==> src/rtl/sat_bin_loader_if.sv <==
// rtl/sat_bin_loader_if.sv - job, stream, RAM and result signals between a job source and sat_bin_loader
//
// Groups every non-clock/reset signal of sat_bin_loader.
//   slave  : the loader (job/stream/done inputs, RAM/start/result outputs)
//   master : the job source / sat_bin side that drives the loader inputs
// Signals:
//   cfg_valid_i/cfg_ready_o/cfg_nb_i/cfg_nv_i  job header handshake
//   c_valid_i/c_ready_o/c_data_i               clause word stream
//   v_valid_i/v_ready_o/v_data_i               variable word stream
//   abort_i                                    cancel current job
//   apply_ex_o, ram_*_ex_o                     external RAM write ports of sat_bin
//   start_o/bin_info_en_o/nb_all_o/nv_all_o    start pulse and job size
//   done_i/global_sat_i/global_unsat_i         sat_bin completion
//   busy_o, result_*_o, err_o                  status and verdict
interface sat_bin_loader_if #(
    parameter int NUM_VARS_A_BIN     = 8,
    parameter int WIDTH_CLAUSES      = NUM_VARS_A_BIN * 2,
    parameter int WIDTH_VAR          = 12,
    parameter int WIDTH_VAR_STATES   = 19,
    parameter int WIDTH_LVL_STATES   = 11,
    parameter int ADDR_WIDTH_CLAUSES = 9,
    parameter int ADDR_WIDTH_VAR     = 9
);
    logic                          cfg_valid_i;
    logic                          cfg_ready_o;
    logic [WIDTH_CLAUSES-1:0]      cfg_nb_i;
    logic [WIDTH_VAR-1:0]          cfg_nv_i;
    logic                          c_valid_i;
    logic                          c_ready_o;
    logic [WIDTH_CLAUSES-1:0]      c_data_i;
    logic                          v_valid_i;
    logic                          v_ready_o;
    logic [WIDTH_VAR-1:0]          v_data_i;
    logic                          abort_i;
    logic                          apply_ex_o;
    logic                          ram_we_c_ex_o;
    logic [WIDTH_CLAUSES-1:0]      ram_din_c_ex_o;
    logic [ADDR_WIDTH_CLAUSES-1:0] ram_addr_c_ex_o;
    logic                          ram_we_v_ex_o;
    logic [WIDTH_VAR-1:0]          ram_din_v_ex_o;
    logic [ADDR_WIDTH_VAR-1:0]     ram_addr_v_ex_o;
    logic                          ram_we_vs_ex_o;
    logic [WIDTH_VAR_STATES-1:0]   ram_din_vs_ex_o;
    logic [ADDR_WIDTH_VAR-1:0]     ram_addr_vs_ex_o;
    logic                          ram_we_ls_ex_o;
    logic [WIDTH_LVL_STATES-1:0]   ram_din_ls_ex_o;
    logic [ADDR_WIDTH_VAR-1:0]     ram_addr_ls_ex_o;
    logic                          start_o;
    logic                          bin_info_en_o;
    logic [WIDTH_CLAUSES-1:0]      nb_all_o;
    logic [WIDTH_VAR-1:0]          nv_all_o;
    logic                          done_i;
    logic                          global_sat_i;
    logic                          global_unsat_i;
    logic                          busy_o;
    logic                          result_valid_o;
    logic                          result_sat_o;
    logic                          result_unsat_o;
    logic                          err_o;

    modport slave (
        input  cfg_valid_i, cfg_nb_i, cfg_nv_i,
        input  c_valid_i, c_data_i, v_valid_i, v_data_i, abort_i,
        input  done_i, global_sat_i, global_unsat_i,
        output cfg_ready_o, c_ready_o, v_ready_o, apply_ex_o,
        output ram_we_c_ex_o, ram_din_c_ex_o, ram_addr_c_ex_o,
        output ram_we_v_ex_o, ram_din_v_ex_o, ram_addr_v_ex_o,
        output ram_we_vs_ex_o, ram_din_vs_ex_o, ram_addr_vs_ex_o,
        output ram_we_ls_ex_o, ram_din_ls_ex_o, ram_addr_ls_ex_o,
        output start_o, bin_info_en_o, nb_all_o, nv_all_o,
        output busy_o, result_valid_o, result_sat_o, result_unsat_o, err_o
    );

    modport master (
        output cfg_valid_i, cfg_nb_i, cfg_nv_i,
        output c_valid_i, c_data_i, v_valid_i, v_data_i, abort_i,
        output done_i, global_sat_i, global_unsat_i,
        input  cfg_ready_o, c_ready_o, v_ready_o, apply_ex_o,
        input  ram_we_c_ex_o, ram_din_c_ex_o, ram_addr_c_ex_o,
        input  ram_we_v_ex_o, ram_din_v_ex_o, ram_addr_v_ex_o,
        input  ram_we_vs_ex_o, ram_din_vs_ex_o, ram_addr_vs_ex_o,
        input  ram_we_ls_ex_o, ram_din_ls_ex_o, ram_addr_ls_ex_o,
        input  start_o, bin_info_en_o, nb_all_o, nv_all_o,
        input  busy_o, result_valid_o, result_sat_o, result_unsat_o, err_o
    );
endinterface

==> src/rtl/sat_bin_loader.sv <==
// rtl/sat_bin_loader.sv - loads sat_bin external RAMs from clause/var streams, starts it and returns the verdict
//
// Ports:
//   clk  clock
//   rst  synchronous active-high reset
//   bus  sat_bin_loader_if.slave: header, clause/var streams, abort, sat_bin RAM
//        write ports, start/job size, done/result, busy and error pulse
// Every output is a register; the combinational block computes the next state
// and the next value of every output, so readies and strobes follow the
// state they belong to without an extra cycle of lag.
module sat_bin_loader #(
    parameter int NUM_VARS_A_BIN     = 8,
    parameter int CMAX               = 8,
    parameter int VMAX               = 8,
    parameter int WIDTH_CLAUSES      = NUM_VARS_A_BIN * 2,
    parameter int WIDTH_VAR          = 12,
    parameter int WIDTH_VAR_STATES   = 19,
    parameter int WIDTH_LVL_STATES   = 11,
    parameter int ADDR_WIDTH_CLAUSES = 9,
    parameter int ADDR_WIDTH_VAR     = 9
) (
    input logic            clk,
    input logic            rst,
    sat_bin_loader_if.slave bus
);
    localparam int CCW = ADDR_WIDTH_CLAUSES + 1;
    localparam int VCW = ADDR_WIDTH_VAR + 1;
    // wide enough that nb*CMAX / nb*VMAX can never overflow before the range check
    localparam int PW  = WIDTH_CLAUSES + 32;

    typedef enum logic [2:0] {S_IDLE, S_LOAD, S_FLUSH, S_START, S_RUN} state_t;

    state_t                       state, state_n;
    logic [CCW-1:0]               ccnt, ccnt_n, ctot, ctot_n, cnext;
    logic [VCW-1:0]               vcnt, vcnt_n, vtot, vtot_n, vnext;
    logic [WIDTH_CLAUSES-1:0]     nb_q, nb_n;
    logic [WIDTH_VAR-1:0]         nv_q, nv_n;
    logic [PW-1:0]                ctot_full, vtot_full;
    logic                         hdr_bad, c_fire, v_fire;
    logic                         we_c_n, we_v_n, err_n, rv_n, sat_n, unsat_n;
    logic [WIDTH_CLAUSES-1:0]     din_c_n;
    logic [ADDR_WIDTH_CLAUSES-1:0] addr_c_n;
    logic [WIDTH_VAR-1:0]         din_v_n;
    logic [ADDR_WIDTH_VAR-1:0]    addr_v_n;

    assign ctot_full = PW'(bus.cfg_nb_i) * PW'(CMAX);
    assign vtot_full = PW'(bus.cfg_nb_i) * PW'(VMAX);
    assign hdr_bad   = (bus.cfg_nb_i == '0)
                    || (ctot_full > PW'(2**ADDR_WIDTH_CLAUSES - 1))
                    || (vtot_full > PW'(2**ADDR_WIDTH_VAR - 1));

    assign c_fire = bus.c_valid_i && bus.c_ready_o;
    assign v_fire = bus.v_valid_i && bus.v_ready_o;
    // RAM slots start at 1: address 0 is reserved inside sat_bin
    assign cnext  = ccnt + CCW'(1);
    assign vnext  = vcnt + VCW'(1);

    always_comb begin
        state_n  = state;
        ccnt_n   = ccnt;
        vcnt_n   = vcnt;
        ctot_n   = ctot;
        vtot_n   = vtot;
        nb_n     = nb_q;
        nv_n     = nv_q;
        we_c_n   = 1'b0;
        din_c_n  = bus.ram_din_c_ex_o;
        addr_c_n = bus.ram_addr_c_ex_o;
        we_v_n   = 1'b0;
        din_v_n  = bus.ram_din_v_ex_o;
        addr_v_n = bus.ram_addr_v_ex_o;
        err_n    = 1'b0;
        rv_n     = 1'b0;
        sat_n    = bus.result_sat_o;
        unsat_n  = bus.result_unsat_o;

        unique case (state)
            S_IDLE: begin
                if (bus.cfg_valid_i && bus.cfg_ready_o) begin
                    if (hdr_bad) begin
                        err_n = 1'b1;
                    end else begin
                        nb_n    = bus.cfg_nb_i;
                        nv_n    = bus.cfg_nv_i;
                        ctot_n  = ctot_full[CCW-1:0];
                        vtot_n  = vtot_full[VCW-1:0];
                        ccnt_n  = '0;
                        vcnt_n  = '0;
                        state_n = S_LOAD;
                    end
                end
            end
            S_LOAD: begin
                if (bus.abort_i) begin
                    // a word handshaking together with abort is dropped
                    err_n   = 1'b1;
                    state_n = S_IDLE;
                end else begin
                    if (c_fire) begin
                        we_c_n   = 1'b1;
                        din_c_n  = bus.c_data_i;
                        addr_c_n = cnext[ADDR_WIDTH_CLAUSES-1:0];
                        ccnt_n   = cnext;
                    end
                    if (v_fire) begin
                        we_v_n   = 1'b1;
                        din_v_n  = bus.v_data_i;
                        addr_v_n = vnext[ADDR_WIDTH_VAR-1:0];
                        vcnt_n   = vnext;
                    end
                    if (ccnt_n == ctot && vcnt_n == vtot) begin
                        state_n = S_FLUSH;
                    end
                end
            end
            S_FLUSH: begin
                if (bus.abort_i) begin
                    err_n   = 1'b1;
                    state_n = S_IDLE;
                end else begin
                    state_n = S_START;
                end
            end
            S_START: begin
                if (bus.abort_i) begin
                    err_n   = 1'b1;
                    state_n = S_IDLE;
                end else begin
                    state_n = S_RUN;
                end
            end
            S_RUN: begin
                if (bus.abort_i) begin
                    err_n   = 1'b1;
                    state_n = S_IDLE;
                end else if (bus.done_i) begin
                    rv_n    = 1'b1;
                    sat_n   = bus.global_sat_i;
                    unsat_n = bus.global_unsat_i;
                    state_n = S_IDLE;
                end
            end
            default: state_n = S_IDLE;
        endcase
    end

    always_ff @(posedge clk) begin
        if (rst) begin
            state                <= S_IDLE;
            ccnt                 <= '0;
            vcnt                 <= '0;
            ctot                 <= '0;
            vtot                 <= '0;
            nb_q                 <= '0;
            nv_q                 <= '0;
            bus.cfg_ready_o      <= 1'b1;
            bus.c_ready_o        <= 1'b0;
            bus.v_ready_o        <= 1'b0;
            bus.apply_ex_o       <= 1'b0;
            bus.ram_we_c_ex_o    <= 1'b0;
            bus.ram_din_c_ex_o   <= '0;
            bus.ram_addr_c_ex_o  <= '0;
            bus.ram_we_v_ex_o    <= 1'b0;
            bus.ram_din_v_ex_o   <= '0;
            bus.ram_addr_v_ex_o  <= '0;
            bus.ram_we_vs_ex_o   <= 1'b0;
            bus.ram_din_vs_ex_o  <= '0;
            bus.ram_addr_vs_ex_o <= '0;
            bus.ram_we_ls_ex_o   <= 1'b0;
            bus.ram_din_ls_ex_o  <= '0;
            bus.ram_addr_ls_ex_o <= '0;
            bus.start_o          <= 1'b0;
            bus.bin_info_en_o    <= 1'b0;
            bus.nb_all_o         <= '0;
            bus.nv_all_o         <= '0;
            bus.busy_o           <= 1'b0;
            bus.result_valid_o   <= 1'b0;
            bus.result_sat_o     <= 1'b0;
            bus.result_unsat_o   <= 1'b0;
            bus.err_o            <= 1'b0;
        end else begin
            state                <= state_n;
            ccnt                 <= ccnt_n;
            vcnt                 <= vcnt_n;
            ctot                 <= ctot_n;
            vtot                 <= vtot_n;
            nb_q                 <= nb_n;
            nv_q                 <= nv_n;
            bus.cfg_ready_o      <= (state_n == S_IDLE);
            bus.c_ready_o        <= (state_n == S_LOAD) && (ccnt_n < ctot_n);
            bus.v_ready_o        <= (state_n == S_LOAD) && (vcnt_n < vtot_n);
            bus.apply_ex_o       <= (state_n == S_LOAD) || (state_n == S_FLUSH);
            bus.ram_we_c_ex_o    <= we_c_n;
            bus.ram_din_c_ex_o   <= din_c_n;
            bus.ram_addr_c_ex_o  <= addr_c_n;
            // var, var-state and lvl-state entries share one address per word
            bus.ram_we_v_ex_o    <= we_v_n;
            bus.ram_din_v_ex_o   <= din_v_n;
            bus.ram_addr_v_ex_o  <= addr_v_n;
            bus.ram_we_vs_ex_o   <= we_v_n;
            bus.ram_din_vs_ex_o  <= '0;
            bus.ram_addr_vs_ex_o <= addr_v_n;
            bus.ram_we_ls_ex_o   <= we_v_n;
            bus.ram_din_ls_ex_o  <= '0;
            bus.ram_addr_ls_ex_o <= addr_v_n;
            bus.start_o          <= (state_n == S_START);
            bus.bin_info_en_o    <= (state_n == S_START);
            bus.nb_all_o         <= (state_n == S_START) ? nb_n : '0;
            bus.nv_all_o         <= (state_n == S_START) ? nv_n : '0;
            bus.busy_o           <= (state_n != S_IDLE);
            bus.result_valid_o   <= rv_n;
            bus.result_sat_o     <= sat_n;
            bus.result_unsat_o   <= unsat_n;
            bus.err_o            <= err_n;
        end
    end
endmodule
==> src/flat_wrapper.sv <==
// flat-port wrapper written by rule: the top's interface ports become plain ports
module sat_bin_loader_flat 
#(
    parameter int NUM_VARS_A_BIN     = 8,
    parameter int CMAX               = 8,
    parameter int VMAX               = 8,
    parameter int WIDTH_CLAUSES      = NUM_VARS_A_BIN * 2,
    parameter int WIDTH_VAR          = 12,
    parameter int WIDTH_VAR_STATES   = 19,
    parameter int WIDTH_LVL_STATES   = 11,
    parameter int ADDR_WIDTH_CLAUSES = 9,
    parameter int ADDR_WIDTH_VAR     = 9
)
  (clk, rst, bus_cfg_valid_i, bus_cfg_nb_i, bus_cfg_nv_i, bus_c_valid_i, bus_c_data_i, bus_v_valid_i, bus_v_data_i, bus_abort_i, bus_done_i, bus_global_sat_i, bus_global_unsat_i, bus_cfg_ready_o, bus_c_ready_o, bus_v_ready_o, bus_apply_ex_o, bus_ram_we_c_ex_o, bus_ram_din_c_ex_o, bus_ram_addr_c_ex_o, bus_ram_we_v_ex_o, bus_ram_din_v_ex_o, bus_ram_addr_v_ex_o, bus_ram_we_vs_ex_o, bus_ram_din_vs_ex_o, bus_ram_addr_vs_ex_o, bus_ram_we_ls_ex_o, bus_ram_din_ls_ex_o, bus_ram_addr_ls_ex_o, bus_start_o, bus_bin_info_en_o, bus_nb_all_o, bus_nv_all_o, bus_busy_o, bus_result_valid_o, bus_result_sat_o, bus_result_unsat_o, bus_err_o);
  sat_bin_loader_if #(.NUM_VARS_A_BIN(NUM_VARS_A_BIN), .WIDTH_CLAUSES(WIDTH_CLAUSES), .WIDTH_VAR(WIDTH_VAR), .WIDTH_VAR_STATES(WIDTH_VAR_STATES), .WIDTH_LVL_STATES(WIDTH_LVL_STATES), .ADDR_WIDTH_CLAUSES(ADDR_WIDTH_CLAUSES), .ADDR_WIDTH_VAR(ADDR_WIDTH_VAR)) bus_i ();
  input logic clk;
  input logic rst;
  input wire logic [$bits(bus_i.cfg_valid_i)-1:0] bus_cfg_valid_i;
  input wire logic [$bits(bus_i.cfg_nb_i)-1:0] bus_cfg_nb_i;
  input wire logic [$bits(bus_i.cfg_nv_i)-1:0] bus_cfg_nv_i;
  input wire logic [$bits(bus_i.c_valid_i)-1:0] bus_c_valid_i;
  input wire logic [$bits(bus_i.c_data_i)-1:0] bus_c_data_i;
  input wire logic [$bits(bus_i.v_valid_i)-1:0] bus_v_valid_i;
  input wire logic [$bits(bus_i.v_data_i)-1:0] bus_v_data_i;
  input wire logic [$bits(bus_i.abort_i)-1:0] bus_abort_i;
  input wire logic [$bits(bus_i.done_i)-1:0] bus_done_i;
  input wire logic [$bits(bus_i.global_sat_i)-1:0] bus_global_sat_i;
  input wire logic [$bits(bus_i.global_unsat_i)-1:0] bus_global_unsat_i;
  output wire logic [$bits(bus_i.cfg_ready_o)-1:0] bus_cfg_ready_o;
  output wire logic [$bits(bus_i.c_ready_o)-1:0] bus_c_ready_o;
  output wire logic [$bits(bus_i.v_ready_o)-1:0] bus_v_ready_o;
  output wire logic [$bits(bus_i.apply_ex_o)-1:0] bus_apply_ex_o;
  output wire logic [$bits(bus_i.ram_we_c_ex_o)-1:0] bus_ram_we_c_ex_o;
  output wire logic [$bits(bus_i.ram_din_c_ex_o)-1:0] bus_ram_din_c_ex_o;
  output wire logic [$bits(bus_i.ram_addr_c_ex_o)-1:0] bus_ram_addr_c_ex_o;
  output wire logic [$bits(bus_i.ram_we_v_ex_o)-1:0] bus_ram_we_v_ex_o;
  output wire logic [$bits(bus_i.ram_din_v_ex_o)-1:0] bus_ram_din_v_ex_o;
  output wire logic [$bits(bus_i.ram_addr_v_ex_o)-1:0] bus_ram_addr_v_ex_o;
  output wire logic [$bits(bus_i.ram_we_vs_ex_o)-1:0] bus_ram_we_vs_ex_o;
  output wire logic [$bits(bus_i.ram_din_vs_ex_o)-1:0] bus_ram_din_vs_ex_o;
  output wire logic [$bits(bus_i.ram_addr_vs_ex_o)-1:0] bus_ram_addr_vs_ex_o;
  output wire logic [$bits(bus_i.ram_we_ls_ex_o)-1:0] bus_ram_we_ls_ex_o;
  output wire logic [$bits(bus_i.ram_din_ls_ex_o)-1:0] bus_ram_din_ls_ex_o;
  output wire logic [$bits(bus_i.ram_addr_ls_ex_o)-1:0] bus_ram_addr_ls_ex_o;
  output wire logic [$bits(bus_i.start_o)-1:0] bus_start_o;
  output wire logic [$bits(bus_i.bin_info_en_o)-1:0] bus_bin_info_en_o;
  output wire logic [$bits(bus_i.nb_all_o)-1:0] bus_nb_all_o;
  output wire logic [$bits(bus_i.nv_all_o)-1:0] bus_nv_all_o;
  output wire logic [$bits(bus_i.busy_o)-1:0] bus_busy_o;
  output wire logic [$bits(bus_i.result_valid_o)-1:0] bus_result_valid_o;
  output wire logic [$bits(bus_i.result_sat_o)-1:0] bus_result_sat_o;
  output wire logic [$bits(bus_i.result_unsat_o)-1:0] bus_result_unsat_o;
  output wire logic [$bits(bus_i.err_o)-1:0] bus_err_o;
  assign bus_i.cfg_valid_i = bus_cfg_valid_i;
  assign bus_i.cfg_nb_i = bus_cfg_nb_i;
  assign bus_i.cfg_nv_i = bus_cfg_nv_i;
  assign bus_i.c_valid_i = bus_c_valid_i;
  assign bus_i.c_data_i = bus_c_data_i;
  assign bus_i.v_valid_i = bus_v_valid_i;
  assign bus_i.v_data_i = bus_v_data_i;
  assign bus_i.abort_i = bus_abort_i;
  assign bus_i.done_i = bus_done_i;
  assign bus_i.global_sat_i = bus_global_sat_i;
  assign bus_i.global_unsat_i = bus_global_unsat_i;
  assign bus_cfg_ready_o = bus_i.cfg_ready_o;
  assign bus_c_ready_o = bus_i.c_ready_o;
  assign bus_v_ready_o = bus_i.v_ready_o;
  assign bus_apply_ex_o = bus_i.apply_ex_o;
  assign bus_ram_we_c_ex_o = bus_i.ram_we_c_ex_o;
  assign bus_ram_din_c_ex_o = bus_i.ram_din_c_ex_o;
  assign bus_ram_addr_c_ex_o = bus_i.ram_addr_c_ex_o;
  assign bus_ram_we_v_ex_o = bus_i.ram_we_v_ex_o;
  assign bus_ram_din_v_ex_o = bus_i.ram_din_v_ex_o;
  assign bus_ram_addr_v_ex_o = bus_i.ram_addr_v_ex_o;
  assign bus_ram_we_vs_ex_o = bus_i.ram_we_vs_ex_o;
  assign bus_ram_din_vs_ex_o = bus_i.ram_din_vs_ex_o;
  assign bus_ram_addr_vs_ex_o = bus_i.ram_addr_vs_ex_o;
  assign bus_ram_we_ls_ex_o = bus_i.ram_we_ls_ex_o;
  assign bus_ram_din_ls_ex_o = bus_i.ram_din_ls_ex_o;
  assign bus_ram_addr_ls_ex_o = bus_i.ram_addr_ls_ex_o;
  assign bus_start_o = bus_i.start_o;
  assign bus_bin_info_en_o = bus_i.bin_info_en_o;
  assign bus_nb_all_o = bus_i.nb_all_o;
  assign bus_nv_all_o = bus_i.nv_all_o;
  assign bus_busy_o = bus_i.busy_o;
  assign bus_result_valid_o = bus_i.result_valid_o;
  assign bus_result_sat_o = bus_i.result_sat_o;
  assign bus_result_unsat_o = bus_i.result_unsat_o;
  assign bus_err_o = bus_i.err_o;
  sat_bin_loader #(.NUM_VARS_A_BIN(NUM_VARS_A_BIN), .CMAX(CMAX), .VMAX(VMAX), .WIDTH_CLAUSES(WIDTH_CLAUSES), .WIDTH_VAR(WIDTH_VAR), .WIDTH_VAR_STATES(WIDTH_VAR_STATES), .WIDTH_LVL_STATES(WIDTH_LVL_STATES), .ADDR_WIDTH_CLAUSES(ADDR_WIDTH_CLAUSES), .ADDR_WIDTH_VAR(ADDR_WIDTH_VAR)) u_core (.clk(clk), .rst(rst), .bus(bus_i));
endmodule
==> config.mk <==
export PLATFORM = sky130hd
export DESIGN_NAME = sat_bin_loader_flat
export DESIGN_NICKNAME = d
export VERILOG_FILES = /design/src/rtl/sat_bin_loader_if.sv /design/src/rtl/sat_bin_loader.sv /design/src/flat_wrapper.sv
export SDC_FILE = /design/constraint.sdc
export NUM_CORES = 1
export LEC_CHECK = 0
export CAP_MARGIN = 40
export CORE_MARGIN = 2
export CORE_UTILIZATION = 43
export DETAILED_ROUTE_END_ITERATION = 12
export GPL_ROUTABILITY_DRIVEN = 0
export PLACE_DENSITY_LB_ADDON = 0.08
export SETUP_SLACK_MARGIN = 0.2
export SLEW_MARGIN = 15
export SYNTH_ARGS = -nofsm -noshare
export SYNTH_HDL_FRONTEND = slang
export SYNTH_SLANG_ARGS = --single-unit
==> constraint.sdc <==
create_clock -name clk -period 3.27 [get_ports clk]
set_input_delay 0.4905 -clock clk [delete_from_list [all_inputs] [get_ports clk]]
set_output_delay 0.4905 -clock clk [all_outputs]
set_load 0.1 [all_outputs]
==> flow_summary_export.csv, run 1 <==
group,metric,value,unit
timing,rsz0062_at_grt,"false",
floorplanning,rows,47,
synthesis,synth_common_cells,"157 x dfxtp_1, 108 x nor2_1, 87 x nand2_1",
cts,clkLatencyLatePin,420,ps
power_and_ir_drop,power.density,397,nW/µm²
synthesis,yosysMostFrequentCell,"dfxtp_1",
synthesis,synth_top_family_by_area,"simple AND/OR/NAND/NOR gates",
cts,clk_pin_slew,60,ps
synthesis,yosysWarnings,0,
synthesis,yosysTopAreaCellShare,44.1,%
synthesis,synth_xor_xnor_area_share,5.77,%
global_routing,antenna_found_initial,0,
critical_path,cp_cell_sequence,"clkdlybuf4s15_1, or4_4, nor3_4, buf_4, buf_4, nand4_1, buf_6, buf_6, a21oi_4, ha_1, nand4_1, nor2_2, a21oi_1, o211ai_1, a31oi_1, nand2_1, nor2_1",
critical_path,crit_start,"bus_cfg_nb_i[7]",
flow_run,maxCapViolations,0,
cts,cts_tree,"done",
global_routing,grt_pass1_vias,6568,
critical_path,cpMaxStageDelayCell,"or4_4",
floorplanning,start_util,43.5,%
synthesis,ys.flop_type,"dfxtp_1",
status,status,"complete, no violations",
cts,clockRootBuffer,"clkbuf_16",
power_and_ir_drop,leakagePower,4.58,nW
synthesis,synthTopCellsByArea,"dfxtp_1 44%, nor2_1 5.7%, buf_4 5.5%",
cts,cts_hold_repair.buffers,0,
synthesis,synth_compound_area_share,12.8,%
critical_path,cp-end-kind,"flop",
timing,setup_ws,300,ps
timing,min_period,2970,ps
timing,fmax,337,MHz
synthesis,avgSynthCellArea,8.71,µm²
synthesis,netlist_area,7130,µm²
timing,tightest_slew,633,ps
routing,drc_errors,0,
global_routing,grt_use_met3,6.78,%
hold_path,min_from,"u_core.nb_q[12]$_SDFF_PP0_",
timing,fin_crit_sh,90.8,%
placed_design,port_buffers,171,
finish,drive_gt1_share,24.4,%
floorplanning,core,16400,µm²
finish,design_area,11200,µm²
critical_path,cp_data_arrival_time,3330,ps
critical_path,path_max_fanout,5,
timing,timing.hold.ws,450,ps
cts,htreeDepth,4,
global_routing,grt.busiest_layer,"met2",
routing,dr.pass1.iters,8,
timing,setup-violations-final,0,
hold_path,hold_path_class,"flop to flop",
global_routing,overflow,0,
synthesis,async_flop_share,0,%
routing,vias,6654,
global_routing,met2_usage,39.2,%
synthesis,yosys.area.top_type,"dfxtp_1",
placed_design,placed_cell_area,10100,µm²
critical_path,crit_buf_inv,5,
global_routing,grt_max_degree,58,
synthesis,ys_ff_latch,157,
placed_design,pre_cts_ws,-488,ps
critical_path,crit_type,"primary input to flop",
timing,max_slew_margin,57.4,%
cts,clk_path_buf_depth,2,
routing,via_per_inst,5.06,
critical_path,cpPeakStageDelay,550,ps
synthesis,yosysSeqAreaShare,44.1,%
critical_path,required,3630,ps
timing,skew,7.53,ps
critical_path,timing.rr.start,"u_core.vcnt[1]$_SDFF_PP0_",
synthesis,synthMuxAreaShare,2.10,%
floorplanning,die_area,17600,µm²
cts,cts_buffers,17,
synthesis,yosysUniqueCellTypes,65,
synthesis,synth_edf_count,0,
routing,ant_nets,0,
routing,drt_iter0_markers,333,
global_routing,track_usage,23.2,%
floorplanning,io_pins,202,
finish,num-nets-final,1166,
critical_path,startpoint_type,"primary input",
routing,wirelength,21.0,mm
power_and_ir_drop,peakVddDrop,407,µV
global_routing,met1_usage,27.5,%
placed_design,place_hpwl,15.4,mm
timing,hold_viol,0,
synthesis,post_synth_and_or_nand_nor_area_fraction,22.2,%
global_routing,grt_pass1_wl,32.7,mm
routing,post_drt_wl_per_cell,16.0,µm
floorplanning,die_height,133,µm
timing,drv_slew,0,
synthesis,netlist_instances,819,
finish,synthToLayoutAreaGrowth,56.6,%
cts,cts.sinks,157,
critical_path,cpLargestDelayFamily,"simple AND/OR/NAND/NOR gates",
floorplanning,die_w,133,µm
finish,antenna_cells,0,
synthesis,yosys.area_share.adder,3.51,%
state kept, by name, indices dropped and copies added, names as in the netlist, 10 cells and up:
name	count
u_core.bus.nb_all_o	16
u_core.bus.ram_din_c_ex_o	16
u_core.nb_q	16
u_core.bus.nv_all_o	12
u_core.bus.ram_din_v_ex_o	12
u_core.nv_q	12
u_core.ccnt	10
u_core.ctot	10
u_core.vcnt	10
u_core.vtot	10
where the power goes:
group	switching [mW]	internal [mW]	leakage, nW	total (mW)
clock	0.787	1.45	0.327	2.24
combinational	0.206	0.0792	2.99	0.285
sequential	0.000285	1.91	1.27	1.91
cells by family (layout without fill, tap and decap cells):
| kind of cell | Yosys count | in the layout |
|---|---|---|
| mux | 15 | 15 |
| buf+inv | 106 | 352 |
| compound gates | 149 | 149 |
| simple gates | 324 | 324 |
| flops | 157 | 157 |
| xor+xnor | 47 | 47 |
| other cells | 1 | 30 |
| fa+ha+maj | 20 | 20 |
worst paths after layout:
path | end | slack (ps) | cells after the start
setup / recovery | u_core.bus.v_ready_o$_SDFF_PP0_ | 300 | 17
hold / removal | u_core.bus.nb_all_o[12]$_SDFF_PP0_ | 450 | 1
setup reg to reg | u_core.state[0]$_SDFF_PP0_ | 310 | 9
hold reg to reg | u_core.bus.nb_all_o[12]$_SDFF_PP0_ | 450 | 1
layer usage:
metal / wire (µm) / share of wire, % / up-vias
met5: 0 / 0 / -
met1: 8590 / 41 / 3087
met3: 1700 / 8.1 / 49
li1: - / - / 3225
met4: 699 / 3.3 / 0
met2: 9980 / 48 / 293
metrics by stage:
stage / power (mW) / std cells / util [%] / TNS [ps]
6_report: 4.44 / 1314 / 68.1 / 0
5_1_grt: 4.57 / 1314 / 68.1 / 0
4_1_cts: 4.48 / 1312 / 67.5 / 0
3_5_place_dp: 2.24 / 1267 / 61.6 / -904
3_3_place_gp: 2.24 / 1196 / 54.4 / -623
2_1_floorplan: 2.17 / 848 / - / 0
area by class of cell:
cell class,count,area (µm²)
tap,220,275
clock buffer,18,439
fill,1215,5240
inverter,4,15.0
sequential,157,3150
clock inverter,14,236
multi-input combinational,585,3670
timing repair buffer,316,3380
layout by cell type, fill, tap and decap left out, types with 9 or more instances in the layout:
cell and instances:
dfxtp_1 153, nand3_1 16, xnor2_1 26, clkbuf_16 17, a211oi_1 15, buf_4 103
a21oi_1 54, nor2_1 104, clkdlybuf4s50_1 130, mux2i_1 15, nor3_1 9, nor2b_1 19
buf_8 62, ha_1 15, and3_1 9, conb_1 30, nand2_1 85, xor2_1 21
and2_1 32, buf_16 9, o21ai_0 19
timing repair:
action / 4_1_cts / 5_1_grt
endpoints found under the setup margin: 2 / 5
resized for setup: 46 / 21
pin swaps: 29 / 19
cloned: 1 / 0
buffers inserted: 12 / 2
Power figures use the tool's default switching activity.
==> run 2: changes to the inputs <==
Settings changed: SKIP_CTS_REPAIR_TIMING set to 1, TNS_END_PERCENT set to 5.
==> run 2 against run 1 <==
Clock power hardly changed; fmax is 2.4% lower; die area stayed put; wire length is 2.8% lower; total power hardly changed; count of clock-buffer cells in the layout stayed put; first-iteration DRC count is 5.4% lower; worst hold slack better by 1.6 ps; utilization is 1.3 points lower; register-to-register slack worse by 80 ps; final cell count is 0.61% lower; critical path type is now flop to flop; largest cell class unchanged; highest routed layer unchanged.
==> flow_summary_export.csv, run 2 (synthesized netlist as in run 1, its figures left out) <==
group,metric,value,unit
status,status,"complete, no violations",
timing,rsz0062_at_grt,"true",
global_routing,grt_pass1_vias,6445,
global_routing,grt_max_degree,58,
power_and_ir_drop,power.switching,0.990,mW
floorplanning,start_util,43.5,%
routing,ant_nets,0,
floorplanning,rows,47,
flow_run,maxCapViolations,0,
routing,post_drt_wl_per_cell,15.6,µm
cts,htreeDepth,4,
critical_path,required,3580,ps
placed_design,port_buffers,171,
placed_design,place_hpwl,15.4,mm
critical_path,cp-end-kind,"flop",
floorplanning,die_height,133,µm
power_and_ir_drop,p_sw_share,22.3,%
finish,synthToLayoutAreaGrowth,53.6,%
cts,cts_buffers,17,
timing,max_slew_margin,57.4,%
floorplanning,die_w,133,µm
power_and_ir_drop,p_comb_share,6.4,%
finish,drive_gt1_share,21.8,%
hold_path,min_from,"u_core.nb_q[8]$_SDFF_PP0_",
power_and_ir_drop,leakagePower,4.54,nW
finish,layout_common_cells,"156 x dfxtp_1, 130 x clkdlybuf4s50_1, 107 x nor2_1",
critical_path,cp-endpoint,"u_core.state[0]$_SDFF_PP0_",
timing,drv_slew,0,
critical_path,cp_data_arrival_time,3350,ps
power_and_ir_drop,pwr-share-clk,50.4,%
critical_path,crit_type,"flop to flop",
cts,clockRootBuffer,"clkbuf_16",
global_routing,overflow,0,
floorplanning,io_pins,202,
global_routing,antenna_found_initial,0,
placed_design,pre_cts_ws,-488,ps
timing,fmax,329,MHz
cts,cts_tree,"done",
cts,cts.sinks,157,
timing,setup-violations-final,0,
finish,final_common_cell,"dfxtp_1",
global_routing,grt_pass1_wl,31.9,mm
routing,drc_errors,0,
cts,clk_path_buf_depth,2,
routing,vias,6602,
hold_path,hold_depth,1,
power_and_ir_drop,p_total,4.44,mW
timing,setup_ws,226,ps
power_and_ir_drop,intPower,3.45,mW
floorplanning,die_area,17600,µm²
critical_path,timing.rr.start,"u_core.vcnt[1]$_SDFF_PP0_",
power_and_ir_drop,power.density,405,nW/µm²
timing,timing.hold.ws,451,ps
critical_path,startpoint_type,"flop",
timing,skew,8.07,ps
hold_path,hold_path_class,"flop to flop",
routing,via_per_inst,5.06,
critical_path,crit_start,"u_core.vcnt[1]$_SDFF_PP0_",
routing,drt_iter0_markers,315,
routing,wirelength,20.4,mm
critical_path,reg2reg_depth,9,
power_and_ir_drop,peakVddDrop,408,µV
critical_path,reg2reg_slack,230,ps
cts,clkLatencyLatePin,430,ps
floorplanning,core,16400,µm²
timing,hold_viol,0,
timing,min_period,3040,ps
global_routing,track_usage,22.6,%
cts,clk_pin_slew,60,ps
critical_path,r2r-end,"u_core.state[0]$_SDFF_PP0_",
timing,fin_crit_sh,93.1,%
critical_path,path_max_fanout,9,
finish,antenna_cells,0,
timing,tightest_slew,633,ps
finish,num-nets-final,1158,
power_and_ir_drop,p_seq_share,43.1,%
finish,reg_top3,"u_core.bus.nb_all_o (16), u_core.bus.ram_din_c_ex_o (16), u_core.nb_q (16)",
routing,dr.pass1.iters,5,
run 2: cell types whose count changed in the layout (fill, tap and decap cells not counted), sizes merged:
cell | before | now
clkdlybuf4s15 | 2 | 0
buf | 182 | 174
dlygate4sd2 | 1 | 0
dlymetal6s2s | 1 | 4
run 2: cell type report:
type,instances,area [µm²]
multi-input cells,585,3530
fillers,1254,5450
clock inverters,14,236
repair buffers,308,3310
well taps,220,275
clock buffers,18,439
inverters,4,15.0
flip-flops and latches,157,3140
run 2: worst min path at each step:
stage | endpoint | slack [ps]
floorplan | u_core.bus.nb_all_o[10]$_SDFF_PP0_ | 420
global placement | u_core.bus.nb_all_o[12]$_SDFF_PP0_ | 430
detailed placement | u_core.bus.nb_all_o[14]$_SDFF_PP0_ | 430
CTS | u_core.bus.ram_din_v_ex_o[5]$_SDFFE_PP0P_ | 460
global route | u_core.nb_q[13]$_SDFF_PP0_ | 470
finish | u_core.bus.nb_all_o[8]$_SDFF_PP0_ | 450
run 2: layer usage:
layer	track usage (%)	wire length, µm
met5	0	0
met1	27.2	8610
met4	9.92	651
met2	37.6	9630
met3	6.59	1490
run 2: worst max-delay path, stage by stage, from the launching register on:
cell	delay [ps]
dfxtp_1	550
ha_2	380
and4_1	240
nand3_1	190
xnor2_1	270
nand4_1	180
or4_4	480
o31ai_1	410
buf_4	180
a21oi_1	50
run 2: power groups by stage:
stage | sequential (mW) | combinational [mW] | clock (mW)
2_1_floorplan | 1.96 | 0.207 | 0
3_3_place_gp | 1.96 | 0.281 | 0
3_5_place_dp | 1.96 | 0.283 | 0
4_1_cts | 1.91 | 0.284 | 2.28
5_1_grt | 1.91 | 0.295 | 2.36
6_report | 1.91 | 0.285 | 2.24
run 2: stage by stage:
step	setup TNS [ps]	util (%)	std cells	instance area, µm²
final	0	66.8	1306	11000
after global routing	0	66.8	1306	11000
after CTS	-60.4	65.7	1299	10800
after detailed placement	-904	61.6	1267	10100
after global placement	-623	54.4	1196	8930
after floorplan	0	-	848	7250
